`config.mk`:
```
export PLATFORM = sky130hd
export DESIGN_NAME = prog_timer_flat
export DESIGN_NICKNAME = d
export VERILOG_FILES = /design/src/rtl/prog_timer_if.sv /design/src/rtl/prog_timer.sv /design/src/flat_wrapper.sv
export SDC_FILE = /design/constraint.sdc
export NUM_CORES = 1
export LEC_CHECK = 0
export ABC_AREA = 1
export BUFFER_PORTS_ARGS = -buffer_cell sky130_fd_sc_hd__buf_4
export CORE_MARGIN = 8
export CORE_UTILIZATION = 57
export CTS_CLUSTER_SIZE = 40
export DETAILED_ROUTE_END_ITERATION = 10
export PLACE_DENSITY_LB_ADDON = 0.2
export SYNTH_ARGS = -nofsm -noshare
export SYNTH_HDL_FRONTEND = slang
export SYNTH_SLANG_ARGS = --single-unit
```
`constraint.sdc`:
```
create_clock -name clk -period 1.6 [get_ports clk]
set_clock_uncertainty 0.15 [all_clocks]
set_input_delay 0.16 -clock clk [delete_from_list [all_inputs] [get_ports clk]]
set_output_delay 0.16 -clock clk [all_outputs]
set_load 0.05 [all_outputs]
```
`src/rtl/prog_timer_if.sv`:
```
// Control/status bundle for prog_timer: master drives the run controls, slave is the timer.
interface prog_timer_if #(
    parameter int WIDTH = 16,
    parameter int PRE_W = 8
);
    logic             start;
    logic             enable;
    logic             abort;
    logic             periodic;
    logic [WIDTH-1:0] load_val;
    logic [PRE_W-1:0] prescale;
    logic             trigger;
    logic             busy;
    logic             done;
    logic             cfg_err;
    logic [WIDTH-1:0] count;
    logic [1:0]       state;

    modport master (
        output start, enable, abort, periodic, load_val, prescale,
        input  trigger, busy, done, cfg_err, count, state
    );

    modport slave (
        input  start, enable, abort, periodic, load_val, prescale,
        output trigger, busy, done, cfg_err, count, state
    );
endinterface

```
`src/rtl/prog_timer.sv`:
```
// One-shot/periodic down-counting timer with prescaler; trigger pulses the cycle after the
// N*(P+1)-th clock from start. No backpressure: enable=0 pauses, abort/start act immediately.
module prog_timer #(
    parameter int WIDTH = 16,
    parameter int PRE_W = 8
) (
    input  logic        clk,
    input  logic        reset,
    prog_timer_if.slave tif
);
    typedef enum logic [1:0] {
        IDLE  = 2'd0,
        COUNT = 2'd1,
        DONE  = 2'd2,
        PAUSE = 2'd3
    } state_t;

    state_t           st;
    logic [WIDTH-1:0] cnt;
    logic [PRE_W-1:0] pre;
    logic [WIDTH-1:0] n_lat;
    logic [PRE_W-1:0] p_lat;
    logic             per_lat;
    logic             trigger_q;
    logic             cfg_err_q;
    logic             busy_q;
    logic             done_q;

    always_ff @(posedge clk) begin
        if (reset) begin
            st        <= IDLE;
            cnt       <= '0;
            pre       <= '0;
            n_lat     <= '0;
            p_lat     <= '0;
            per_lat   <= 1'b0;
            trigger_q <= 1'b0;
            cfg_err_q <= 1'b0;
            busy_q    <= 1'b0;
            done_q    <= 1'b0;
        end else begin
            trigger_q <= 1'b0;
            cfg_err_q <= 1'b0;
            if (tif.abort) begin
                st     <= IDLE;
                cnt    <= '0;
                pre    <= '0;
                busy_q <= 1'b0;
                done_q <= 1'b0;
            end else if (tif.start) begin
                if (tif.load_val != '0) begin
                    n_lat   <= tif.load_val;
                    p_lat   <= tif.prescale;
                    per_lat <= tif.periodic;
                    cnt     <= tif.load_val;
                    pre     <= '0;
                    st      <= COUNT;
                    busy_q  <= 1'b1;
                    done_q  <= 1'b0;
                end else begin
                    cfg_err_q <= 1'b1;
                end
            end else begin
                case (st)
                    // Leaving PAUSE counts in the same cycle, so k cycles with enable low
                    // delay expiry by exactly k cycles.
                    COUNT, PAUSE: begin
                        if (!tif.enable) begin
                            st <= PAUSE;
                        end else begin
                            st <= COUNT;
                            if (pre == p_lat) begin
                                pre <= '0;
                                if (cnt == WIDTH'(1)) begin
                                    trigger_q <= 1'b1;
                                    if (per_lat) begin
                                        cnt <= n_lat;
                                    end else begin
                                        cnt    <= '0;
                                        st     <= DONE;
                                        busy_q <= 1'b0;
                                        done_q <= 1'b1;
                                    end
                                end else begin
                                    cnt <= cnt - WIDTH'(1);
                                end
                            end else begin
                                pre <= pre + PRE_W'(1);
                            end
                        end
                    end
                    default: begin
                    end
                endcase
            end
        end
    end

    assign tif.trigger = trigger_q;
    assign tif.cfg_err = cfg_err_q;
    assign tif.busy    = busy_q;
    assign tif.done    = done_q;
    assign tif.count   = cnt;
    assign tif.state   = st;
endmodule

```
`src/flat_wrapper.sv`:
```
// flat-port wrapper written by rule: the top's interface ports become plain ports
module prog_timer_flat 
#(
    parameter int WIDTH = 16,
    parameter int PRE_W = 8
)
  (clk, reset, tif_start, tif_enable, tif_abort, tif_periodic, tif_load_val, tif_prescale, tif_trigger, tif_busy, tif_done, tif_cfg_err, tif_count, tif_state);
  prog_timer_if #(.WIDTH(WIDTH), .PRE_W(PRE_W)) tif_i ();
  input  logic clk;
  input  logic reset;
  input wire logic [$bits(tif_i.start)-1:0] tif_start;
  input wire logic [$bits(tif_i.enable)-1:0] tif_enable;
  input wire logic [$bits(tif_i.abort)-1:0] tif_abort;
  input wire logic [$bits(tif_i.periodic)-1:0] tif_periodic;
  input wire logic [$bits(tif_i.load_val)-1:0] tif_load_val;
  input wire logic [$bits(tif_i.prescale)-1:0] tif_prescale;
  output wire logic [$bits(tif_i.trigger)-1:0] tif_trigger;
  output wire logic [$bits(tif_i.busy)-1:0] tif_busy;
  output wire logic [$bits(tif_i.done)-1:0] tif_done;
  output wire logic [$bits(tif_i.cfg_err)-1:0] tif_cfg_err;
  output wire logic [$bits(tif_i.count)-1:0] tif_count;
  output wire logic [$bits(tif_i.state)-1:0] tif_state;
  assign tif_i.start = tif_start;
  assign tif_i.enable = tif_enable;
  assign tif_i.abort = tif_abort;
  assign tif_i.periodic = tif_periodic;
  assign tif_i.load_val = tif_load_val;
  assign tif_i.prescale = tif_prescale;
  assign tif_trigger = tif_i.trigger;
  assign tif_busy = tif_i.busy;
  assign tif_done = tif_i.done;
  assign tif_cfg_err = tif_i.cfg_err;
  assign tif_count = tif_i.count;
  assign tif_state = tif_i.state;
  prog_timer #(.WIDTH(WIDTH), .PRE_W(PRE_W)) u_core (.clk(clk), .reset(reset), .tif(tif_i));
endmodule
```
# Word level (Yosys, flattened, before mapping)
# Index checks and enable logic that the tools add are counted.
# word_totals
ff_bits	55
wordCells	72
output_inout_bits	22
# classes
n_reduce_logical	14
muxes	35
n_eq_ne	6
add_sub_neg	2
bitwise	5
# ops
cell	count
$mux 16	7
$mux 8	5
$eq 16x1->1 const B	1
$mux 1	16
$reduce_bool 16->1	1
$sub 16x1->16 const B	1
$mux 2	7
$add 8x1->8 const B	1
$eq 8x8->1	1
$reduce_bool 2->1	4
$reduce_and 3->1	2
$reduce_and 6->1	1
$reduce_or 6->1	1
$not 1->1	5
$reduce_and 4->1	1
$reduce_or 2->1	2
$reduce_or 3->1	1
$eq 2x1->1 const B	1
$eq 2x2->1 const B	1
$ne 2x1->1 const B	1
$ne 2x2->1 const B	1
$reduce_and 2->1	1

# Depth between registers and ports, before layout
# depth
depth_word	6
ltp_mapped	11
ltp_nobuf	11

# Worst setup path after synthesis
# Ideal clock, no wire load.
# synth_timing
path_type	reg2reg
start	reg u_core.cnt[0] (netlist: u_core.tif.count[0])
end	reg u_core.cnt[10] (netlist: u_core.tif.count[10])
slack_ns	-0.343
arrival_ns	1.677
required_time_ns	1.334
path_stages_with_launch	11
cell_sequence	dfxtp_1 > inv_1 > ha_1 > nand2_1 > inv_1 > nand2_1 > o21bai_1 > nand2_1 > nor2_1 > nor2_1 > o21ai_2
# synth_via
elab_chain_cells	6
elab_cells_between_ends	7
# synth_lines
element	line_no	rtl
start, declared	prog_timer.sv:19	logic [WIDTH-1:0] cnt;
start signal, assigned	prog_timer.sv:55	cnt <= tif.load_val;
start signal, assigned	prog_timer.sv:77	cnt <= n_lat;
start signal, assigned	prog_timer.sv:85	cnt <= cnt - WIDTH'(1);
$sub 16x1->16 or $eq 16x1->1 (tied branches)	prog_timer.sv:85, prog_timer.sv:74	
$mux 16 *	prog_timer.sv:74	if (cnt == WIDTH'(1)) begin
$mux 16 *	prog_timer.sv:72	if (pre == p_lat) begin
$mux 16 *	prog_timer.sv:68	if (!tif.enable) begin
$mux 16 *	prog_timer.sv:64	case (st)
$mux 16 *	prog_timer.sv:50	end else if (tif.start) begin
# Mark *: on every way between the ends. The rest lies on a longest branch, timed or not. The select of a mux whose other input is x is not followed.
# A chain may end at the register's enable or synchronous reset.

# Worst setup path after layout
# layout_timing
start	reg u_core.p_lat[2]
end	reg u_core.cnt[1] (netlist: u_core.tif.count[1])
# layout_via
elab_chain_cells	3
# layout_lines
element	line_no	rtl
start, declared	prog_timer.sv:22	logic [PRE_W-1:0] p_lat;
start signal, assigned	prog_timer.sv:53	p_lat <= tif.prescale;
$eq 8x8->1	prog_timer.sv:72	
$reduce_bool 2->1 (no line)	n/a	
$reduce_and 4->1 (no line)	n/a	
# Every way passes these cells.

==> summary.md <==
| Metric | Value |
|---|---|
| F_max | 0.565 GHz |
| Seq/Total Area, Yosys | 33.8% |
| Initial antenna violation count | 0 |
| H-tree Lvls | 2 |
| Slowest library cell on the worst path | dfxtp_1 |
| Synth Area in Adders | 1.15% |
| Die X | 91.6 um |
| Fin crit period | 1.77 ns |
| CP Class | flip-flop to flip-flop |
| Total core area | 5510 um2 |
| Total nets after synthesis | 510 |
| Clock-pin transition on the worst setup and hold timing paths | 0.10 ns |
| Total of max-cap violations | 0 |
| Area leader, netlist | dfxtp_1 |
| Syn avg cell area | 6.84 um2 |
| Grt total ovfl | 0 |
| Leading post-synthesis cells by cell area | dfxtp_1, nand2_1, nor2_1 |
| Total Routed Length | 13000 um |
| # setup viols final | 26 |
| Cells along the critical path | xnor2_1 -> nand2_1 -> nor2_4 -> nand2_2 -> nand2_4 -> nand2_8 -> nor2_8 -> nand3_1 -> nand2_1 |
| Most common cell after layout, fill and taps aside | buf_4 |
| IO Port Bufs | 51 |
| Area of the die | 8400 um2 |
| Setup ws final | -0.171 ns |
| GP Congestion | 0.876 |
| Area delta synth->final | 52.1% |
| Most frequent cells in the layout | buf_4, nand2_1, nor2_1, inv_1, a21oi_1 |
| Met3 Resource Use GR | 5.13% |
| Nets | 643 |
| Tightest Pin Transition | 0.423 ns |
| Met2 Track Usage GR | 43.9% |
| Largest family of logic cells by synthesized area | simple AND/OR/NAND/NOR gates |
| Syn Inst Count | 477 |
| Max stage delay on crit path | 0.34 ns |
| Clock latency on the worst-skew pair | 0.31 ns |
| Failing checks | setup timing |
| DR vias/cell | 6.13 |
| Grt peak-use layer | met2 |
| Die Y | 91.6 um |
| Final Slew Violations | 0 |
| EDFF count, synth | 0 |
| Top-area cell type share of the netlist area | 33.8% |
| Synth Area in Compound Gates | 15.3% |
| CP top delay family | simple AND/OR/NAND/NOR gates |
| Element type at the critical path end | flip-flop |
| First-pass GRT wire length | 17300 um |
| Startpoint Class | flip-flop |
| Pwr dens | 755 nW/um2 |
| Ant diodes | 0 |
| Sink Count | 55 |
| Antenna Violating Nets Remaining | 0 |
| Drc violations | 0 |
| Total Routing Usage GR | 24.6% |
| 1st-iter DRT viols | 510 |
| Yosys Warn Count | 0 |
| Critical path required time | 1.70 ns |
| Final hold vios | 0 |
| Post-route clock period utilization | 111% |
| Vias | 4184 |
| DPL Wire Length | 7550 um |
| Worst Path Arrival | 1.87 ns |
| Worst vdd ir | 0.553 mV |
| Post-synthesis xor/xnor area fraction | 2.42% |
| CTS tree | yes |
| FP Rows | 27 |
| Worst-path fanout max | 8 |
| RSZ-0062 raised after global routing | true |
| Drt first pass iters | 6 |
| Most frequent CP cell | nand2_1 |
| Top_reg_cell synth | dfxtp_1 |
| Crit path buffers/inverters | 0 |
| Worst hold path class | primary input to flip-flop |
| Place WS | -0.103 ns |
| Clock root buffer master | clkbuf_8 |
| Synth Register Bits | 55 |
| Largest net degree at the start of global routing | 31 |
| Mux cell area share after synthesis | 0% |
| Slew headroom | 71.8% |
| Routed len/inst | 19.1 um |
| Fraction of layout cells with a size suffix above 1 | 46.3% |
| Vias in the first global route | 3730 |
| Total power | 3.75 mW |
| Post-synthesis cell type count | 36 |
| Core Util, Final | 90.1% |
| Mapped cell area | 3260 um2 |
| Outcome | finished with violations |
| Starting Density | 59.2% |
| Leak | 2.24 nW |
| Simple-gate share of the synthesized area | 37.7% |
| Post-synth ARST share | 0% |
| Top-level I/O count | 52 |
| CTS Buf Count | 5 |
| Global-route track usage on met1 | 27.7% |
| Max clock buf depth | 2 |
[power breakdown]
group,leakage (nW),internal [mW],switching [mW]
combinational,1.71,0.548,0.798
sequential,0.463,1.44,0.0575
clock,0.0594,0.445,0.462
total,2.24,2.43,1.32
[final timing paths]
path / slack, ns / from / cells after the start / to
worst max-delay path: -0.17 / u_core.p_lat[2] / 9 / u_core.tif.count[1]
worst min-delay path: 0.009 / tif_periodic / 3 / u_core.per_lat
worst min register to register: 0.32 / u_core.tif.done / 2 / u_core.tif.done
worst max register to register: -0.17 / u_core.p_lat[2] / 9 / u_core.tif.count[1]
[final cells by class]
cell class	count	area [um2]
clock buffers	7	108
clock inverters	1	5.00
fillers	250	547
inverters	49	194
multi-input cells	355	2200
flip-flops and latches	55	1140
well taps	72	90.1
repair buffers	144	1220
[what timing repair did]
| item | 4_1_cts | 5_1_grt |
|---|---|---|
| setup endpoints to repair | 20 | 27 |
| gates resized for setup | 43 | 73 |
| setup buffers | 4 | 9 |
| pin swaps | 23 | 40 |
| hold buffers | 11 | 0 |
| cloned | 1 | 0 |
| endpoints found under the hold margin | 11 | 0 |
[synth_stat cells, types with 5 or more instances]
cell,n
nand4_1,16
dfxtp_1,55
inv_1,46
o21ai_0,32
nor2_1,67
xor2_1,5
nand2_1,96
or2_2,8
o21ai_2,7
buf_2,6
a21oi_1,34
nand3_2,7
o21ai_1,16
nor2_2,9
nand3_1,22
clkbuf_1,6
[flip-flops by register name, summed over array words and instances (netlist names)]
| register | cells |
|---|---|
| u_core.tif.done | 1 |
| u_core.n_lat | 16 |
| u_core.p_lat | 8 |
| u_core.tif.busy | 1 |
| u_core.pre | 8 |
| u_core.tif.count | 16 |
| u_core.tif.cfg_err | 1 |
| u_core.per_lat | 1 |
| u_core.tif.trigger | 1 |
| u_core.tif.state | 2 |
[stage by stage]
stage / instance area, um2 / std cells / TNS, ns / hold WS (ns)
after floorplan: 3290 / 477 / 0 / 0.119
after global placement: 4220 / 650 / -0.362 / 0.239
after detailed placement: 4220 / 650 / -0.937 / 0.244
after CTS: 4630 / 674 / -0.0772 / 0.00662
after global routing: 4960 / 683 / -3.49 / 0.0257
final: 4960 / 683 / -2.26 / 0.00918
[routing by layer]
metal | vias to the layer above | wire [um] | share of wire, %
li1 | 1821 | - | -
met1 | 1918 | 4550 | 35
met4 | 0 | 881 | 6.8
met2 | 330 | 6420 | 49
met5 | - | 0 | 0
met3 | 115 | 1190 | 9.2
[worst reg2reg max path, stage by stage, from the launching register on]
cell and delay (ns):
dfxtp_1 0.34, xnor2_1 0.21, nand2_1 0.14, nor2_4 0.15
nand2_2 0.10, nand2_4 0.13, nand2_8 0.13, nor2_8 0.16
nand3_1 0.12, nand2_1 0.09
[cell families after synthesis]
kind of cell	after synthesis
simple gates	249
compound gates	93
buf+inv	68
flops	55
xor+xnor	9
fa+ha+maj	3
No activity file was read; power rests on OpenSTA's default activity.
